==> src/rtl/protectlib_sync_mux.sv <==
// protectlib_sync_mux
//
// Per-channel result multiplexer that arbitrates between a combinational
// result path and a clocked (one-stage pipelined) result path. Each channel
// keeps the latest value/tag of each kind and forwards whichever was tagged
// more recently, using wrap-around tag comparison. Updates are accepted
// only after a library hash has been presented and matched.
//
// Optional build macro: PROTECTLIB_STALE_FILTER_EN
//   defined   : updates whose tag is not newer than the stored tag of the
//               same kind are dropped and counted in stale_cnt (saturating).
//   undefined : every update in RUN is captured; stale_cnt is constant 0.
//
// Ports
//   clk          sole clock, rising edge
//   rst          asynchronous active-high reset
//   hash_valid   hash_value presented this cycle
//   hash_value   library hash (32 bits)
//   combo_valid  per-channel combinational-result strobe
//   combo_data   NCH packed combinational results
//   combo_seq    tag shared by all combo strobes this cycle
//   seq_valid    per-channel clocked-result strobe
//   seq_data     NCH packed clocked results
//   seq_seq      tag shared by all seq strobes this cycle
//   out_data     NCH packed selected results (registered)
//   out_src      per channel: 1 = seq result selected, 0 = combo result
//   ready        hash matched, updates are being accepted
//   hash_err     hash mismatch seen; terminal until rst
//   stale_cnt    number of rejected stale updates
module protectlib_sync_mux #(
  parameter int          DATA_W = 32,
  parameter int          NCH    = 4,
  parameter int          SEQ_W  = 16,
  parameter logic [31:0] HASH   = 32'h0
) (
  input  logic                  clk,
  input  logic                  rst,
  input  logic                  hash_valid,
  input  logic [31:0]           hash_value,
  input  logic [NCH-1:0]        combo_valid,
  input  logic [NCH*DATA_W-1:0] combo_data,
  input  logic [SEQ_W-1:0]      combo_seq,
  input  logic [NCH-1:0]        seq_valid,
  input  logic [NCH*DATA_W-1:0] seq_data,
  input  logic [SEQ_W-1:0]      seq_seq,
  output logic [NCH*DATA_W-1:0] out_data,
  output logic [NCH-1:0]        out_src,
  output logic                  ready,
  output logic                  hash_err,
  output logic [15:0]           stale_cnt
);

  typedef enum logic [1:0] {
    WAIT_HASH = 2'd0,
    RUN       = 2'd1,
    ERROR     = 2'd2
  } state_t;

  state_t state;
  state_t state_nxt;
  logic   run;

  // A is newer than B when (A-B) mod 2^SEQ_W is nonzero and in the lower half.
  function automatic logic is_newer(input logic [SEQ_W-1:0] a,
                                    input logic [SEQ_W-1:0] b);
    logic [SEQ_W-1:0] d;
    d = a - b;
    return (d != '0) && !d[SEQ_W-1];
  endfunction

  always_ff @(posedge clk or posedge rst) begin
    if (rst) state <= WAIT_HASH;
    else     state <= state_nxt;
  end

  always_comb begin
    state_nxt = state;
    ready     = 1'b0;
    hash_err  = 1'b0;
    run       = 1'b0;
    case (state)
      WAIT_HASH: begin
        if (hash_valid) state_nxt = (hash_value == HASH) ? RUN : ERROR;
      end
      RUN: begin
        ready = 1'b1;
        run   = 1'b1;
      end
      ERROR: begin
        hash_err = 1'b1;
      end
      default: state_nxt = WAIT_HASH;
    endcase
  end

  // ---- stage p0: seq update pipeline register ----
  logic [NCH-1:0]        seq_vld_p0;
  logic [NCH*DATA_W-1:0] seq_data_p0;
  logic [SEQ_W-1:0]      seq_tag_p0;

  always_ff @(posedge clk or posedge rst) begin
    if (rst) begin
      seq_vld_p0  <= '0;
      seq_data_p0 <= '0;
      seq_tag_p0  <= '0;
    end else begin
      seq_vld_p0 <= run ? seq_valid : '0;
      if (run && (seq_valid != '0)) begin
        seq_data_p0 <= seq_data;
        seq_tag_p0  <= seq_seq;
      end
    end
  end

  // ---- stage p1: per-channel storage of combo and seq value/tag ----
  logic [NCH*DATA_W-1:0] combo_data_p1;
  logic [NCH*DATA_W-1:0] seq_data_p1;
  logic [SEQ_W-1:0]      combo_tag_p1 [NCH];
  logic [SEQ_W-1:0]      seq_tag_p1   [NCH];
  logic [NCH-1:0]        combo_hit;
  logic [NCH-1:0]        combo_we;
  logic [NCH-1:0]        seq_we;

  always_comb begin
    combo_hit = '0;
    combo_we  = '0;
    seq_we    = '0;
    for (int i = 0; i < NCH; i++) begin
      combo_hit[i] = run && combo_valid[i];
`ifdef PROTECTLIB_STALE_FILTER_EN
      combo_we[i]  = combo_hit[i] && is_newer(combo_seq, combo_tag_p1[i]);
      seq_we[i]    = seq_vld_p0[i] && is_newer(seq_tag_p0, seq_tag_p1[i]);
`else
      combo_we[i]  = combo_hit[i];
      seq_we[i]    = seq_vld_p0[i];
`endif
    end
  end

  always_ff @(posedge clk or posedge rst) begin
    if (rst) begin
      combo_data_p1 <= '0;
      seq_data_p1   <= '0;
      for (int i = 0; i < NCH; i++) begin
        combo_tag_p1[i] <= '0;
        seq_tag_p1[i]   <= '0;
      end
    end else begin
      for (int i = 0; i < NCH; i++) begin
        if (combo_we[i]) begin
          combo_data_p1[i*DATA_W +: DATA_W] <= combo_data[i*DATA_W +: DATA_W];
          combo_tag_p1[i]                   <= combo_seq;
        end
        if (seq_we[i]) begin
          seq_data_p1[i*DATA_W +: DATA_W] <= seq_data_p0[i*DATA_W +: DATA_W];
          seq_tag_p1[i]                   <= seq_tag_p0;
        end
      end
    end
  end

  // ---- stage p2: registered selection; equal tags favour combo ----
  always_ff @(posedge clk or posedge rst) begin
    if (rst) begin
      out_data <= '0;
      out_src  <= '0;
    end else begin
      for (int i = 0; i < NCH; i++) begin
        if (is_newer(seq_tag_p1[i], combo_tag_p1[i])) begin
          out_data[i*DATA_W +: DATA_W] <= seq_data_p1[i*DATA_W +: DATA_W];
          out_src[i]                   <= 1'b1;
        end else begin
          out_data[i*DATA_W +: DATA_W] <= combo_data_p1[i*DATA_W +: DATA_W];
          out_src[i]                   <= 1'b0;
        end
      end
    end
  end

`ifdef PROTECTLIB_STALE_FILTER_EN
  // Up to 2*NCH (<= 32) drops per cycle, each counted individually.
  function automatic logic [15:0] sat_add(input logic [15:0] a,
                                          input logic [5:0]  b);
    logic [16:0] s;
    s = {1'b0, a} + {11'b0, b};
    return s[16] ? 16'hFFFF : s[15:0];
  endfunction

  logic [5:0] drop_num;

  always_comb begin
    drop_num = '0;
    for (int i = 0; i < NCH; i++) begin
      drop_num = drop_num + 6'(combo_hit[i] & ~combo_we[i])
                          + 6'(seq_vld_p0[i] & ~seq_we[i]);
    end
  end

  always_ff @(posedge clk or posedge rst) begin
    if (rst) stale_cnt <= '0;
    else     stale_cnt <= sat_add(stale_cnt, drop_num);
  end
`else
  assign stale_cnt = '0;
`endif

endmodule

==> config.mk <==
export PLATFORM = sky130hd
export DESIGN_NAME = protectlib_sync_mux
export DESIGN_NICKNAME = d
export VERILOG_FILES = /design/src/rtl/protectlib_sync_mux.sv
export SDC_FILE = /design/constraint.sdc
export NUM_CORES = 1
export LEC_CHECK = 0
export ABC_AREA = 1
export BUFFER_PORTS_ARGS = -buffer_cell sky130_fd_sc_hd__buf_2
export CORE_ASPECT_RATIO = 1.1
export CORE_MARGIN = 8
export CORE_UTILIZATION = 40
export CTS_BUF_LIST = sky130_fd_sc_hd__clkbuf_4 sky130_fd_sc_hd__clkbuf_8
export DETAILED_ROUTE_END_ITERATION = 6
export GPL_TIMING_DRIVEN = 0
export HOLD_SLACK_MARGIN = 0.08
export PLACE_DENSITY = 0.59
export SLEW_MARGIN = 10
export SYNTH_ARGS = -nofsm -noshare
export SYNTH_HDL_FRONTEND = slang
export SYNTH_SLANG_ARGS = --single-unit
==> constraint.sdc <==
create_clock -name clk -period 46.3 [get_ports clk]
set_input_delay 2.315 -clock clk [delete_from_list [all_inputs] [get_ports clk]]
set_output_delay 2.315 -clock clk [all_outputs]
set_load 0.01 [all_outputs]
==> summary.md, run 1 <==
| Metric | Value |
|---|---|
| Status | finished clean |
| Hold buffers post-CTS | 0 |
| Drt pass-1 iters | 5 |
| Die X-Extent | 275 µm |
| RSZ-0062 raised after global routing | no |
| Via Count | 20800 |
| Area Overhead vs Synth | 21.7% |
| Core area | 73100 µm² |
| Setup violators final | 0 |
| Final Cell Area | 35900 µm² |
| First-pass GRT wire length | 124000 µm |
| Hold WS | 0.447 ns |
| Max cap viols | 0 |
| DRC Markers | 0 |
| Static Leak | 20.2 nW |
| Post-DRT Antenna Nets | 0 |
| Initial Util | 40.3% |
| Crit path max fanout | 10 |
| Hold Violations, Final | 0 |
| Least-Margin Pin Slew | 1.01 ns |
| GRT Overall Usage | 19.1% |
| Endpoint class of the critical path | flip-flop |
| H-tree depth | 3 |
| Setup TNS Final | 0 ns |
| Pin count of the biggest net entering global routing | 117 |
| CTS Buf Count | 111 |
| Mapped cell area | 29500 µm² |
| Post-DR vias/cell | 4.78 |
| PwrDens | 33.7 nW/µm² |
| Iter 0 DRT Violations | 1168 |
| # port buffers | 464 |
| Fin crit share | 8.32% |
| Post-route minimum period | 3.85 ns |
| Die area | 82700 µm² |
| Maximum clock frequency | 0.260 GHz |
| Fillers | 6881 |
| Synth cell types | 44 |
| Placer Congestion | 0.871 |
| Post-synth top area cell | dfrtp_1 |
| PnR Total Power | 1.21 mW |
| Ranking of synthesized cells by area | dfrtp_1 (57%), mux2_2 (17%), nand2_1 (7.8%) |
| Crit path DAT | 4.42 ns |
| Commonest non-fill, non-tap cell in the layout | dfrtp_1 |
| GRT overflow | 0 |
| Number of global-route vias before repair | 22000 |
| Routed len/inst | 18.2 µm |
| Post-CTS setup buffer count | 0 |
| Syn. warnings | 0 |
| CTS Root Cell | clkbuf_8 |
| Clk_skew | 0.0514 ns |
| Register area share after synthesis | 56.5% |
| R2R Setup Slk | 43.17 ns |
| Slew Viols, Final | 0 |
| Ys async rst share | 100% |
| Ports | 481 |
| Initial antenna violation count | 40 |
| Crit path required time | 46.87 ns |
| Worst Hold Class | flip-flop to flip-flop |
| Syn Inst Count | 2699 |
| Most frequent cells in the layout | dfrtp_1 (666), nand2_1 (612), buf_2 (492) |
| #FFs+latches synth | 666 |
| Peak VDD IR | 26.8 µV |
| Class of the most critical setup path | input port to flip-flop |
| Fraction of layout cells with a size suffix above 1 | 37.8% |
| Post-synth EDFFs | 0 |
| Clk sinks | 666 |
| Post-synth top area share | 56.5% |
| Die Ht | 301 µm |
| TritonCTS clock tree | done |
| Crit start category | input port |
| CTS clock-pin slew for the worst setup and hold paths | 0.06 ns |
| DRT Wirelength | 79500 µm |
| Final net count | 3695 |
| Placed Area | 33300 µm² |
| CTS resizes | 0 |
| Clk_lat worst skew | 0.72 ns |
| FP Rows | 104 |
| Dpl hpwl | 58300 µm |
| Most used flip-flop cell after synthesis | dfrtp_1 |
| Avg Synthesized Cell Area | 10.9 µm² |
| CTS Buffer Depth | 3 |
| Rel. slew slack | 32.4% |
==> critical path: stages <==
cell and delay, ns:
buf_2 0.12, o41ai_4 0.77, buf_2 0.54, buf_4 0.30, mux2_2 0.35
==> report_power, final <==
part           internal [mW]  switching [mW]  leakage, nW
combinational         0.0136          0.0214         9.57
sequential             0.583        0.000212         9.31
clock                  0.343           0.248         1.37
==> state kept, by name (all words and copies together), names as in the netlist <==
name,count
out_src,4
seq_tag_p0,16
combo_data_p1,128
state,2
seq_data_p1,128
seq_tag_p1,64
seq_vld_p0,4
seq_data_p0,128
combo_tag_p1,64
out_data,128
==> path summary, 6_finish.rpt <==
| kind | from | end | cells after the start |
|---|---|---|---|
| min in group asynchronous | rst | combo_data_p1[50] | 2 |
| worst min-delay path | combo_data_p1[111] | out_data[111] | 2 |
| worst max register to register | state[1] | combo_data_p1[98] | 6 |
| worst max-delay path | seq_valid[2] | seq_tag_p0[3] | 5 |
| worst min register to register | combo_data_p1[111] | out_data[111] | 2 |
| max in group asynchronous | rst | combo_tag_p1[8] | 4 |
==> cell type report <==
class,count,area [µm²],area share (%)
sequential,666,16700,46.4
multi-input combinational,1675,11300,31.4
timing repair buffer,470,2490,6.93
clock buffer,168,2150,5.99
tap,954,1190,3.33
inverter,257,972,2.71
buffer,116,673,1.88
clock inverter,32,419,1.17
antenna,25,62.6,0.174
==> cells in the mapped netlist, types with 4 or more instances <==
master and count:
buf_4 24, dfrtp_1 666, mux2_2 456, buf_2 28, buf_6 15, inv_2 6
clkbuf_1 39, inv_1 251, fa_1 4, a21oi_1 41, nand3b_1 4, ha_1 63
nand2_1 612, nand4_1 21, nand2_2 61, xor2_1 5, nor2_1 60, buf_1 10
o21ai_0 78, nand3_1 208, nor4_1 8, nor3_1 5
==> stage by stage <==
stage	worst slack [ns]	std cells	utilization (%)
final	42.45	4363	49.1
after CTS	42.30	4338	49.0
after floorplan	25.32	2714	-
after global placement	17.42	4132	45.2
after global routing	42.30	4349	49.0
after detailed placement	41.67	4138	45.5
==> layer usage <==
layer  wire, µm  track usage [%]  up-vias
met5        152                0        -
met3       6150             5.91      150
met2      38400             31.9      518
li1           -                -    10000
met4       1810             5.94       28
met1      33000             23.6    10100
==> kinds of logic (layout without fill, tap and decap cells) <==
logic type      count (synthesis)  after routing  share of synthesized area [%]
buf+inv                       373           1043                           5.55
xor+xnor                       10             10                          0.513
other cells                     1             41                         0.0127
mux                           456            456                           17.4
simple gates                  995            995                           14.7
fa+ha+maj                      67             67                           2.94
compound gates                131            131                           2.39
flops                         666            666                           56.5
No activity file was read; power rests on OpenSTA's default activity.
==> run 2: changes to the inputs <==
- clock period: 46.3 -> 3.65 ns (I/O delays scaled with it)
==> run 2 against run 1 <==
Against the previous run:
- cell area rose by 8.8%
- clock-buffer cell count shrank 3
- clock power grew to 12 times the previous value
- die area did not move
- sequential cell count is the same
- critical path depth grew 1
- sequential share of layout area shrank 3.8 points
- non-clock buffer count increased by 317
- final cell count is 7.0% higher
- wire length up 4.6%
- power rose to 13 times the previous value
- critical endpoint is now combo_data_p1[101]
==> summary.md, run 2 (synthesized netlist as in run 1, its figures left out) <==
| Metric | Value |
|---|---|
| Final Cell Area | 39100 µm² |
| Area of the multi-input gates | 11300 µm² |
| Commonest non-fill, non-tap cell in the layout | dfrtp_1 |
| Worst Hold Class | input port to flip-flop |
| Hold Violations, Final | 0 |
| CTS clock-pin slew for the worst setup and hold paths | 0.06 ns |
| CTS Buf Count | 112 |
| Fillers | 6462 |
| Via Count | 22000 |
| Routed len/inst | 17.8 µm |
| Rel. slew slack | 19.3% |
| Crit path required time | 4.22 ns |
| Peak VDD IR | 311 µV |
| Clk_skew | 0.0569 ns |
| Reg2Reg Depth | 6 |
| Number of global-route vias before repair | 23500 |
| Static Leak | 21.6 nW |
| Status | finished clean |
| Maximum clock frequency | 0.302 GHz |
| RSZ-0062 raised after global routing | no |
| Area Overhead vs Synth | 32.4% |
| GRT overflow | 0 |
| Met2 WL post-DR | 40600 µm |
| Drt pass-1 iters | 5 |
| FP Rows | 104 |
| Class of the most critical setup path | flip-flop to flip-flop |
| PnR Total Power | 15.4 mW |
| Die X-Extent | 275 µm |
| Core area | 73100 µm² |
| Least-Margin Pin Slew | 1.21 ns |
| Dpl cells | 4154 |
| PwrDens | 395 nW/µm² |
| CP max stage cell | clkbuf_1 |
| H-tree depth | 3 |
| Most common cell on crit path | clkbuf_1 |
| Hold WS | 0.147 ns |
| Sequential share of power | 47.9% |
| Post-route minimum period | 3.31 ns |
| DR WL met3 | 5230 µm |
| Most frequent cells in the layout | dfrtp_1 (666), nand2_1 (612), buf_2 (492) |
| Crit path DAT | 3.88 ns |
| Placed Area | 33500 µm² |
| Worst reg2reg path endpoint | combo_data_p1[101] |
| Post-DRT Antenna Nets | 0 |
| DRC Markers | 0 |
| CP Cell Sequence | inv_1, ha_1, clkbuf_1, nand2_1, clkbuf_1, mux2_2 |
| Ports | 481 |
| R2r startpoint | state[1] |
| # port buffers | 464 |
| Initial Util | 40.3% |
| Part of the power in the clock network | 47.1% |
| Switch Pwr | 3.53 mW |
| GRT Overall Usage | 20.1% |
| TritonCTS clock tree | done |
| Fraction of layout cells with a size suffix above 1 | 35.0% |
| Post-DR vias/cell | 4.70 |
| CTS Root Cell | clkbuf_8 |
| Int Power | 11.9 mW |
| Dpl hpwl | 59600 µm |
| Crit path to | combo_data_p1[101] |
| Initial antenna violation count | 23 |
| DRT Wirelength | 83200 µm |
| Setup TNS Final | 0 ns |
| Die area | 82700 µm² |
| Endpoint class of the critical path | flip-flop |
| Fin cells | 4667 |
| CTS Buffer Depth | 3 |
| Metal-1 WL | 35500 µm |
| Final net count | 4013 |
| R2R Setup Slk | 0.34 ns |
| Fin crit share | 90.7% |
| Max cap viols | 0 |
| Crit path max fanout | 10 |
| Highest Signal Layer | met5 |
| Clk sinks | 666 |
| CP startpoint | state[1] |
| Peak per-stage delay on the critical path | 0.89 ns |
| Switching Fraction | 22.9% |
| Clk_lat worst skew | 0.74 ns |
| Comb pwr share | 5.0% |
| Placer Congestion | 0.874 |
| Crit start category | flip-flop |
| Pin count of the biggest net entering global routing | 39 |
| Sequential cell area | 16700 µm² |
| Slew Viols, Final | 0 |
| Die Ht | 301 µm |
| First-pass GRT wire length | 131000 µm |
| Setup violators final | 0 |
| Iter 0 DRT Violations | 1112 |
==> run 2: power by group through the flow <==
stage / registers, mW / clock network [mW] / logic, mW
4_1_cts: 7.39 / 7.48 / 0.774
3_5_place_dp: 7.53 / 0 / 0.496
5_1_grt: 7.39 / 7.84 / 0.840
3_3_place_gp: 7.54 / 0 / 0.438
6_report: 7.40 / 7.27 / 0.766
2_1_floorplan: 7.54 / 0 / 0.171
==> run 2: layout make-up <==
| type | instances | share of cell area [%] |
|---|---|---|
| clock buffers | 165 | 5.38 |
| clock inverters | 32 | 0.993 |
| multi-input cells | 1675 | 28.8 |
| flip-flops and latches | 666 | 42.7 |
| plain buffers | 116 | 1.72 |
| well taps | 954 | 3.06 |
| diodes | 15 | 0.0961 |
| inverters | 257 | 2.48 |
| repair buffers | 787 | 14.8 |
==> run 2: per-stage QoR <==
stage	util (%)	setup slack (ns)
6_report	53.4	0.338
5_1_grt	53.4	0.224
4_1_cts	53.4	0.266
3_5_place_dp	45.8	0.291
3_3_place_gp	45.2	-9.91
2_1_floorplan	-	-5.64
==> run 2: worst max-delay path, delay by kind of cell (launching register included) <==
family	cells	cell delay (ns)
buf+inv	3	1.50
mux	1	0.38
fa+ha+maj	1	0.17
simple gates	1	0.74
flops	1	0.38
==> run 2: how the worst min path moves through the flow <==
stage | endpoint | depth (start not counted) | slack, ns | start
3_5_place_dp | combo_data_p1[3] | 2 | 0.23 | rst
3_3_place_gp | seq_vld_p0[3] | 3 | 0.40 | seq_valid[3]
2_1_floorplan | seq_vld_p0[0] | 2 | 0.29 | seq_valid[0]
4_1_cts | combo_data_p1[66] | 3 | 0.11 | combo_valid[2]
6_report | combo_data_p1[66] | 3 | 0.15 | combo_valid[2]
5_1_grt | combo_data_p1[69] | 3 | 0.15 | combo_valid[2]
==> run 2: per-layer routing <==
| metal | up-vias | global-route usage, % |
|---|---|---|
| met3 | 132 | 4.92 |
| li1 | 10700 | - |
| met2 | 542 | 34.0 |
| met4 | 12 | 5.66 |
| met5 | - | 0 |
| met1 | 10600 | 25.4 |
==> run 2: repair_timing <==
| item | 4_1_cts | 5_1_grt |
|---|---|---|
| hold buffers | 301 | 0 |
| buffers inserted | 0 | 0 |
| setup endpoints to repair | 0 | 0 |
| hold endpoints to repair | 560 | 0 |
| gates resized for setup | 0 | 0 |
==> run 3: changes to the inputs <==
- RECOVER_POWER: unset -> 50
==> run 3 against run 2 <==
Against the previous run:
- the flow now finishes with violations (max-capacitance violations, max-slew violations)
- critical path depth unchanged
- setup slack improved by 0.0020 ns
- final cell count unchanged
- maximum frequency about the same
- power decreased by 0.11%
- sequential power about the same
- clock-buffer cell count unchanged
- register-to-register slack about the same
- combinational power decreased by 2%
- clock skew decreased by 0.0024 ns
- cell area decreased by 0.73%
- sequential cell count unchanged
==> summary.md, run 3 (synthesized netlist as in run 1, its figures left out) <==
| Metric | Value |
|---|---|
| Crit start category | flip-flop |
| Most frequent cells in the layout | dfrtp_1 (666), nand2_1 (612), mux2_2 (456) |
| Worst hold start | combo_valid[2] |
| Clk sinks | 666 |
| Final WS setup | 0.340 ns |
| CTS Root Cell | clkbuf_8 |
| Peak per-stage delay on the critical path | 0.89 ns |
| Dpl hpwl | 59600 µm |
| Post-DR vias/cell | 4.70 |
| Reg2Reg Depth | 6 |
| Endpoint class of the critical path | flip-flop |
| Die Ht | 301 µm |
| CTS Buffer Depth | 3 |
| Setup violators final | 0 |
| Drt pass-1 iters | 5 |
| GRT overflow | 0 |
| Clk_skew | 0.0545 ns |
| Number of global-route vias before repair | 23500 |
| R2R Setup Slk | 0.34 ns |
| Crit path max fanout | 10 |
| H-tree depth | 3 |
| Worst hold path depth | 3 |
| Initial Util | 40.3% |
| Dpl cells | 4154 |
| Fraction of layout cells with a size suffix above 1 | 31.2% |
| Area Overhead vs Synth | 31.4% |
| PnR Total Power | 15.4 mW |
| Crit path DAT | 3.88 ns |
| Hold Violations, Final | 0 |
| CTS clock-pin slew for the worst setup and hold paths | 0.06 ns |
| Iter 0 DRT Violations | 1089 |
| FP Rows | 104 |
| Violated checks | max-capacitance violations, max-slew violations |
| RSZ-0062 raised after global routing | no |
| Post-route minimum period | 3.31 ns |
| Peak VDD IR | 310 µV |
| First-pass GRT wire length | 131000 µm |
| Die X-Extent | 275 µm |
| CP Cell Sequence | inv_1, ha_1, clkbuf_1, nand2_1, clkbuf_1, mux2_2 |
| Rel. slew slack | -26.3% |
| Least-Margin Pin Slew | 1.89 ns |
| # port buffers | 464 |
| GRT Overall Usage | 20.1% |
| Fin cells | 4667 |
| Hold WS | 0.143 ns |
| DRT Wirelength | 83200 µm |
| Core area | 73100 µm² |
| Static Leak | 21.0 nW |
| Setup TNS Final | 0 ns |
| Commonest non-fill, non-tap cell in the layout | dfrtp_1 |
| Post-CTS setup buffer count | 0 |
| Most common cell on crit path | clkbuf_1 |
| Fin crit share | 90.7% |
| Initial antenna violation count | 23 |
| TritonCTS clock tree | done |
| Status | finished, violations left |
| Via Count | 21900 |
| Pin count of the biggest net entering global routing | 39 |
| DRC Markers | 0 |
| Final net count | 4013 |
| Crit path required time | 4.22 ns |
| Pre-CTS setup slack | 0.291 ns |
| Slew Viols, Final | 64 |
| Placer Congestion | 0.874 |
| Ports | 481 |
| Fillers | 6554 |
| Layout Utilization | 53.0% |
| CP max stage cell | clkbuf_1 |
| CTS Buf Count | 112 |
| Max cap viols | 3 |
| Post-DRT Antenna Nets | 0 |
| R2r startpoint | state[1] |
| Clk_lat worst skew | 0.74 ns |
| Placed Area | 33500 µm² |
| Class of the most critical setup path | flip-flop to flip-flop |
| Routed len/inst | 17.8 µm |
| PwrDens | 398 nW/µm² |
| Maximum clock frequency | 0.302 GHz |
| Final Cell Area | 38800 µm² |
| Worst Hold Class | input port to flip-flop |
| CP startpoint | state[1] |
| Die area | 82700 µm² |
==> run 3: cell types whose count changed in the layout (fill, tap and decap cells not counted) <==
cell | before | now
dlymetal6s4s_1 | 0 | 1
clkbuf_2 | 0 | 4
buf_1 | 10 | 0
clkinvlp_4 | 1 | 0
clkinvlp_2 | 0 | 1
clkbuf_1 | 39 | 186
buf_12 | 21 | 13
buf_2 | 492 | 358
==> run 3: area by class of cell <==
cell class / count / area (µm²) / share of cell area (%)
inverter: 257 / 966 / 2.49
sequential: 666 / 16700 / 43.0
tap: 954 / 1190 / 3.08
antenna: 15 / 37.5 / 0.0968
clock inverter: 32 / 388 / 1.00
clock buffer: 165 / 2100 / 5.42
timing repair buffer: 787 / 5480 / 14.1
buffer: 116 / 673 / 1.74
multi-input combinational: 1675 / 11300 / 29.0
==> run 3: path summary, 6_finish.rpt <==
path | endpoint
max in group asynchronous | combo_data_p1[101]
setup reg to reg | combo_data_p1[101]
hold / removal | combo_data_p1[66]
hold reg to reg | out_data[111]
setup / recovery | combo_data_p1[101]
min in group asynchronous | combo_data_p1[4]
==> run 3: routing by layer <==
layer | wire length (µm) | share of wire (%) | global-route usage, % | up-vias
met5 | 83 | 0.10 | 0 | -
met4 | 1740 | 2.1 | 5.66 | 12
met3 | 5130 | 6.2 | 4.92 | 131
met2 | 40600 | 49 | 34.0 | 511
met1 | 35700 | 43 | 25.4 | 10600
li1 | - | - | - | 10700
==> run 3: power breakdown <==
part	leakage (nW)	total [mW]	internal [mW]	switching (mW)
registers	9.31	7.40	7.39	0.00289
logic	10.3	0.747	0.403	0.344
clock network	1.32	7.27	4.09	3.18
==> run 3: critical path, delay by kind of cell (launching register included) <==
kind | cells | cell delay [ns]
mux | 1 | 0.38
fa+ha+maj | 1 | 0.18
flops | 1 | 0.38
buf+inv | 3 | 1.48
simple gates | 1 | 0.75
==> run 3: repair_timing <==
item	4_1_cts	5_1_grt
resized for setup	0	0
endpoints found under the hold margin	560	0
hold buffers	301	0
